==> src/rtl/mxm_mac_lanes.sv <==
// mxm_mac_lanes: multi-lane streaming dot-product accumulator.
// Each lane sums a_i*x_i over a vector of n_len accepted beats and emits one
// W-bit result per vector, wrapped or saturated, with a per-lane overflow flag.
//
//   state  | meaning
//   -------+------------------------------------------------------------
//   IDLE   | no partial vector; next accepted beat is a first beat
//   ACC    | partial vector in progress, 0 < cnt < len
module mxm_mac_lanes #(
   parameter  int W      = 8,
   parameter  int LANES  = 4,
   parameter  int N_MAX  = 1024,
   parameter  int SIGNED = 0,
   localparam int CW     = $clog2(N_MAX + 1)
) (
   input  logic                 clk,
   input  logic                 rst,
   input  logic                 in_valid,
   output logic                 in_ready,
   input  logic [LANES*W-1:0]   a,
   input  logic [LANES*W-1:0]   x,
   input  logic [CW-1:0]        n_len,
   input  logic                 sat_mode,
   input  logic                 clear,
   output logic                 out_valid,
   input  logic                 out_ready,
   output logic [LANES*W-1:0]   y,
   output logic [LANES-1:0]     y_ovf
);

   localparam int ACC_W = 2 * W + CW;
   localparam logic [CW-1:0] NMAX_C = CW'(N_MAX);

   typedef enum logic {
      S_IDLE = 1'b0,
      S_ACC  = 1'b1
   } state_t;

   state_t                      r_state;
   state_t                      w_state_nxt;

   logic [CW-1:0]               r_cnt;
   logic [CW-1:0]               r_len;
   logic                        r_sat;
   logic [LANES-1:0][ACC_W-1:0] r_acc;

   logic                        r_out_valid;
   logic [LANES*W-1:0]          r_y;
   logic [LANES-1:0]            r_y_ovf;

   logic [CW-1:0]               w_len_in;
   logic [CW-1:0]               w_len_cur;
   logic                        w_sat_cur;
   logic                        w_is_last;
   logic                        w_accept;
   logic                        w_consume;
   logic                        w_acc_en;
   logic                        w_load;
   logic                        w_acc_clr;
   logic                        w_latch_cfg;

   logic [LANES-1:0][ACC_W-1:0] w_a_ext;
   logic [LANES-1:0][ACC_W-1:0] w_x_ext;
   logic [LANES-1:0][ACC_W-1:0] w_prod;
   logic [LANES-1:0][ACC_W-1:0] w_sum;
   logic [LANES-1:0][W-1:0]     w_sat_val;
   logic [LANES-1:0]            w_ovf;
   logic [LANES*W-1:0]          w_y_cvt;

   // Sanitise the requested length: zero means one beat, oversize clamps to N_MAX.
   always_comb begin
      w_len_in = n_len;
      if (n_len == '0) begin
         w_len_in = CW'(1);
      end else if (n_len > NMAX_C) begin
         w_len_in = NMAX_C;
      end
   end

   // Length and mode in force for the current beat: live inputs on a first beat,
   // latched copies afterwards. r_cnt is zero in IDLE, so one compare finds the last beat.
   always_comb begin
      w_len_cur = (r_state == S_IDLE) ? w_len_in : r_len;
      w_sat_cur = (r_state == S_IDLE) ? sat_mode : r_sat;
      w_is_last = (r_cnt == (w_len_cur - CW'(1)));
   end

   // Handshake: only a last beat can be held back, and only by an unconsumed result.
   always_comb begin
      in_ready  = rst && !clear && !(w_is_last && r_out_valid && !out_ready);
      w_accept  = in_valid && in_ready;
      w_consume = r_out_valid && out_ready;
   end

   // FSM state register.
   always_ff @(posedge clk or negedge rst) begin
      if (!rst) begin
         r_state <= S_IDLE;
      end else begin
         r_state <= w_state_nxt;
      end
   end

   // FSM next-state logic.
   always_comb begin
      w_state_nxt = r_state;
      case (r_state)
         S_IDLE: begin
            if (w_accept && !w_is_last) begin
               w_state_nxt = S_ACC;
            end
         end
         S_ACC: begin
            if (clear || (w_accept && w_is_last)) begin
               w_state_nxt = S_IDLE;
            end
         end
         default: w_state_nxt = S_IDLE;
      endcase
   end

   // FSM outputs: datapath strobes.
   always_comb begin
      w_acc_en    = w_accept && !w_is_last;
      w_load      = w_accept && w_is_last;
      w_acc_clr   = clear || w_load;
      w_latch_cfg = w_accept && (r_state == S_IDLE);
   end

   // Per-lane product, running sum and W-bit conversion of that sum.
   always_comb begin
      for (int i = 0; i < LANES; i++) begin
         w_a_ext[i] = {{(ACC_W - W){(SIGNED != 0) && a[i*W + W - 1]}}, a[i*W +: W]};
         w_x_ext[i] = {{(ACC_W - W){(SIGNED != 0) && x[i*W + W - 1]}}, x[i*W +: W]};
         w_prod[i]  = w_a_ext[i] * w_x_ext[i];
         w_sum[i]   = r_acc[i] + w_prod[i];
         if (SIGNED != 0) begin
            // In range iff every bit from W-1 upward equals the sign bit.
            w_ovf[i]     = !((&w_sum[i][ACC_W-1:W-1]) || !(|w_sum[i][ACC_W-1:W-1]));
            w_sat_val[i] = w_sum[i][ACC_W-1] ? {1'b1, {(W-1){1'b0}}}
                                             : {1'b0, {(W-1){1'b1}}};
         end else begin
            w_ovf[i]     = |w_sum[i][ACC_W-1:W];
            w_sat_val[i] = {W{1'b1}};
         end
         w_y_cvt[i*W +: W] = (w_sat_cur && w_ovf[i]) ? w_sat_val[i] : w_sum[i][W-1:0];
      end
   end

   // Beat counter plus the length and mode latched on the first beat.
   always_ff @(posedge clk or negedge rst) begin
      if (!rst) begin
         r_cnt <= '0;
         r_len <= '0;
         r_sat <= 1'b0;
      end else begin
         if (w_acc_clr) begin
            r_cnt <= '0;
         end else if (w_acc_en) begin
            r_cnt <= r_cnt + CW'(1);
         end
         if (w_latch_cfg) begin
            r_len <= w_len_in;
            r_sat <= sat_mode;
         end
      end
   end

   // Full-width lane accumulators; cleared by abort or when a vector completes.
   always_ff @(posedge clk or negedge rst) begin
      if (!rst) begin
         r_acc <= '0;
      end else if (w_acc_clr) begin
         r_acc <= '0;
      end else if (w_acc_en) begin
         r_acc <= w_sum;
      end
   end

   // Result register: a new load wins over a same-cycle consume.
   always_ff @(posedge clk or negedge rst) begin
      if (!rst) begin
         r_out_valid <= 1'b0;
         r_y         <= '0;
         r_y_ovf     <= '0;
      end else if (w_load) begin
         r_out_valid <= 1'b1;
         r_y         <= w_y_cvt;
         r_y_ovf     <= w_ovf;
      end else if (w_consume) begin
         r_out_valid <= 1'b0;
      end
   end

   assign out_valid = r_out_valid;
   assign y         = r_y;
   assign y_ovf     = r_y_ovf;

endmodule

==> config.mk <==
export PLATFORM = sky130hd
export DESIGN_NAME = mxm_mac_lanes
export DESIGN_NICKNAME = d
export VERILOG_FILES = /design/src/rtl/mxm_mac_lanes.sv
export SDC_FILE = /design/constraint.sdc
export NUM_CORES = 1
export LEC_CHECK = 0
export ABC_AREA = 1
export BUFFER_PORTS_ARGS = -buffer_cell sky130_fd_sc_hd__buf_4
export CAP_MARGIN = 10
export CORE_MARGIN = 1
export CORE_UTILIZATION = 32
export CTS_CLUSTER_SIZE = 25
export DETAILED_ROUTE_END_ITERATION = 10
export PLACE_DENSITY = 0.48
export SKIP_LAST_GASP = 1
export SLEW_MARGIN = 25
export SYNTH_ARGS = -nofsm -noshare
export SYNTH_HDL_FRONTEND = slang
export SYNTH_SLANG_ARGS = --single-unit
==> constraint.sdc <==
create_clock -name clk -period 13.5 [get_ports clk]
set_input_delay 1.35 -clock clk [delete_from_list [all_inputs] [get_ports clk]]
set_output_delay 1.35 -clock clk [all_outputs]
set_load 0.02 [all_outputs]
==> results.md <==
- Result of the run: finished, final reports clean
- FF+latch area: 0.00423 mm^2
- Post-route ant nets: 0
- Crit-path most repeated cell: nand2_1
- Fin crit share: between 40% and 50%
- Fin. Hold Viols: 0
- Initial antenna violation count: 0
- Synth top area share: 21.1%
- Site Rows: 91
- Max Cap Viol: 0
- DIE AREA: between 0.06 and 0.07 mm^2
- Sequential power share: between 15 and 20%
- Synthesized area: 0.0201 mm^2
- Post-layout util: 35.9%
- CP max-delay cell: fa_1
- Placed instance count: approximately 3700
- CP Class: primary input to register
- #FFs+latches synth: 169
- Clock transition at path regs: about 0.070 ns
- H-tree depth: 4
- Cts hold-fix bufs: 0
- Fill count: 6665
- Final setup TNS: 0 ns
- Most common cell after layout, fill and taps aside: nand2_1
- Sequential share of the synthesized area: a little over a fifth
- Min-Delay Path Class: register to register
- Clock share of power: between 10% and 20%
- Rel. slew slack: between 30% and 40%
- RSZ-0062 raised after global routing: no
- Switching power: approximately 1.7 mW
- Maximum clock path buffer count: 2
- Die width: between 200 and 300 um
- Slew @ Worst Pin: a little over 1 ns
- CTS tree: done
- Via count: 16400
- Family with the most delay on the worst path: adder cells
- Final Non-Filler Cells: 3720
- Commonest cells after routing, fill and taps aside: nand2_1, inv_1, fa_1
- Crit Path Max Fanout: 8
- Total track usage: between 15 and 20%
- Sink Count: ~170
- Ports: approximately 120
- Worst endpoint required time: around 14 ns
- Fin. max-slew vios: 0
- Ys Warns: 0
- Number of global-route vias before repair: 17300
- Post-CTS setup buffer count: 0
- Post-Syn Area per Cell: around 7.1 um^2
- Syn Nets: 3278
- Length of the first detailed-routing pass in iterations: 5
- Ranking of synthesized cells by area: dfrtp_1, fa_1, nand2_1
- Synth Instances: 2831
- Crit path capture type: register
- IO Port Bufs: 118
- Cts bufs inserted: 17
- Starting Density: between 30% and 40%
- Drt drc: 0
- R2R Setup Slk: 8.16 ns
- Area Overhead vs Synth: 10.5%
- Worst Skew: around 0.017 ns
- Static leakage: approximately 14 nW
- Ant diodes: 0
- Die height: around 250 um
- Largest net degree at the start of global routing: between 80 and 90
- Internal power: 1.71 mW
- Max frequency: approximately 170 MHz
- Root buf cell: clkbuf_16
- First-pass GRT wire length: about 86 mm
- Area of the multi-input gates: 0.0127 mm^2
- Clk Latency, worst-skew pair: ~0.47 ns
- Post-cts repair resize count: 0
- WP data arrival: 6.38 ns
- DP HPWL: ~40 mm
- Setup Viol. Count Final: 0
- Vias per cell: roughly 4.4
- Fin crit period: roughly 6.0 ns
- VDD IR-drop max: a little over 0.1 mV
- Overflow after GRT: 0
- Critical path startpoint category: primary input
- Final nets: roughly 3300
- CP bufs+invs: 5
- GPL Wtd Cong: roughly 0.84
- Layout cell share with drive strength beyond 1: 6.21%
- Core area: 0.0618 mm^2
- DR iter-0 viols: between 700 and 800
- Max incr delay on CP: 0.56 ns
- Switching Share: roughly 50%
- Leading area contributor after synthesis: dfrtp_1
- Crit path cell chain: buf_4 -> nand2_1 -> fa_1 -> inv_1 -> fa_1 -> inv_1 -> fa_1 -> fa_1 -> inv_1 -> ha_1 -> nand3_1 -> nand3_1 -> inv_1 -> o21ai_0 -> a21oi_1 -> o21ai_0 -> xor2_1 -> nand2_1 -> nor2_1 -> nand4_1 -> nand2_1 -> nand2_1 -> nand2_1 -> nand2_1
- Tot Pwr: ~3.4 mW
- Final wirelength: 49.5 mm
- Cell area power density: approximately 150 mW/mm^2
- Synth cell types: 40
- Routed len/inst: about 13 um
- Comb pwr share: between 60 and 70%
-- worst min-delay path, delay by kind of cell, from the launching register on --
| kind | cells | cell delay (ns) |
|---|---|---|
| simple gates | 2 | 0.10 |
| flops | 1 | 0.34 |
-- sequential cells by signal, indices dropped and copies added (netlist names) --
| signal | flops |
|---|---|
| out_valid | 1 |
| r_state | 1 |
| y_ovf | 4 |
| r_acc | 108 |
| r_len | 11 |
| r_cnt | 11 |
| r_sat | 1 |
| y | 32 |
-- logic make-up (layout without fill, tap and decap cells) --
| kind of cell | after synthesis | in the layout | synth area share (%) |
|---|---|---|---|
| compound gates | 147 | 147 | 4.07 |
| xor+xnor | 94 | 94 | 4.10 |
| fa+ha+maj | 366 | 366 | 30.3 |
| buf+inv | 828 | 880 | 16.0 |
| flops | 169 | 169 | 21.1 |
| simple gates | 1227 | 1227 | 24.5 |
-- final cells by class --
type                    instances  area share, %
clock buffers                  20           2.06
multi-input cells            1834           57.0
inverters                     725           12.3
clock inverters                12          0.642
repair buffers                123           4.22
well taps                     837           4.72
flip-flops and latches        169           19.0
-- routing by layer --
layer	part of all wire (%)	routed length [um]	global-route usage [%]	vias to the layer above
met5	0	0	0	-
met4	0.88	437	2.86	0
met3	3.3	1640	2.57	29
met2	47	23300	28.0	216
met1	49	24200	22.5	7830
li1	-	-	-	8298
-- path summary, 6_finish.rpt --
| kind | from | endpoint | cells after the start |
|---|---|---|---|
| min in group asynchronous | rst | r_acc[65] | 1 |
| min | r_acc[83] | r_acc[83] | 2 |
| max reg2reg | r_acc[6] | y[3] | 23 |
| min reg2reg | r_acc[83] | r_acc[83] | 2 |
| max in group asynchronous | rst | y[24] | 2 |
| max | x[1] | y[3] | 24 |
-- power by group through the flow --
stage                     Clock, mW  Combinational (mW)  Sequential [mW]
final                         0.521                2.31            0.592
after global routing          0.561                2.72            0.600
after CTS                     0.544                2.35            0.593
after detailed placement          0                2.33            0.602
after global placement            0                2.34            0.601
after floorplan                   0                1.78            0.596
-- per-stage QoR --
step	instance area [um^2]	worst slack, ns	hold WS, ns
after CTS	22200	7.44	0.476
final	22200	7.47	0.473
after detailed placement	21600	6.95	0.459
after global routing	22200	7.10	0.492
after floorplan	20100	7.49	0.442
after global placement	21600	6.97	0.456
-- Yosys cell counts, drive strengths merged --
cell type	n
nand2	992
nor4	8
buf	40
ha	166
and3	4
nand3	68
nor3	21
a21oi	66
a31oi	4
nor2	96
nand3b	3
a21boi	6
xnor2	27
and2	1
clkinv	2
o21bai	5
dfrtp	169
fa	200
or2	3
o21a	2
clkbuf	63
o22ai	1
nand4	31
xor2	67
inv	723
a21o	9
o21ai	53
o211ai	1
(Power assumes the default switching activity.)
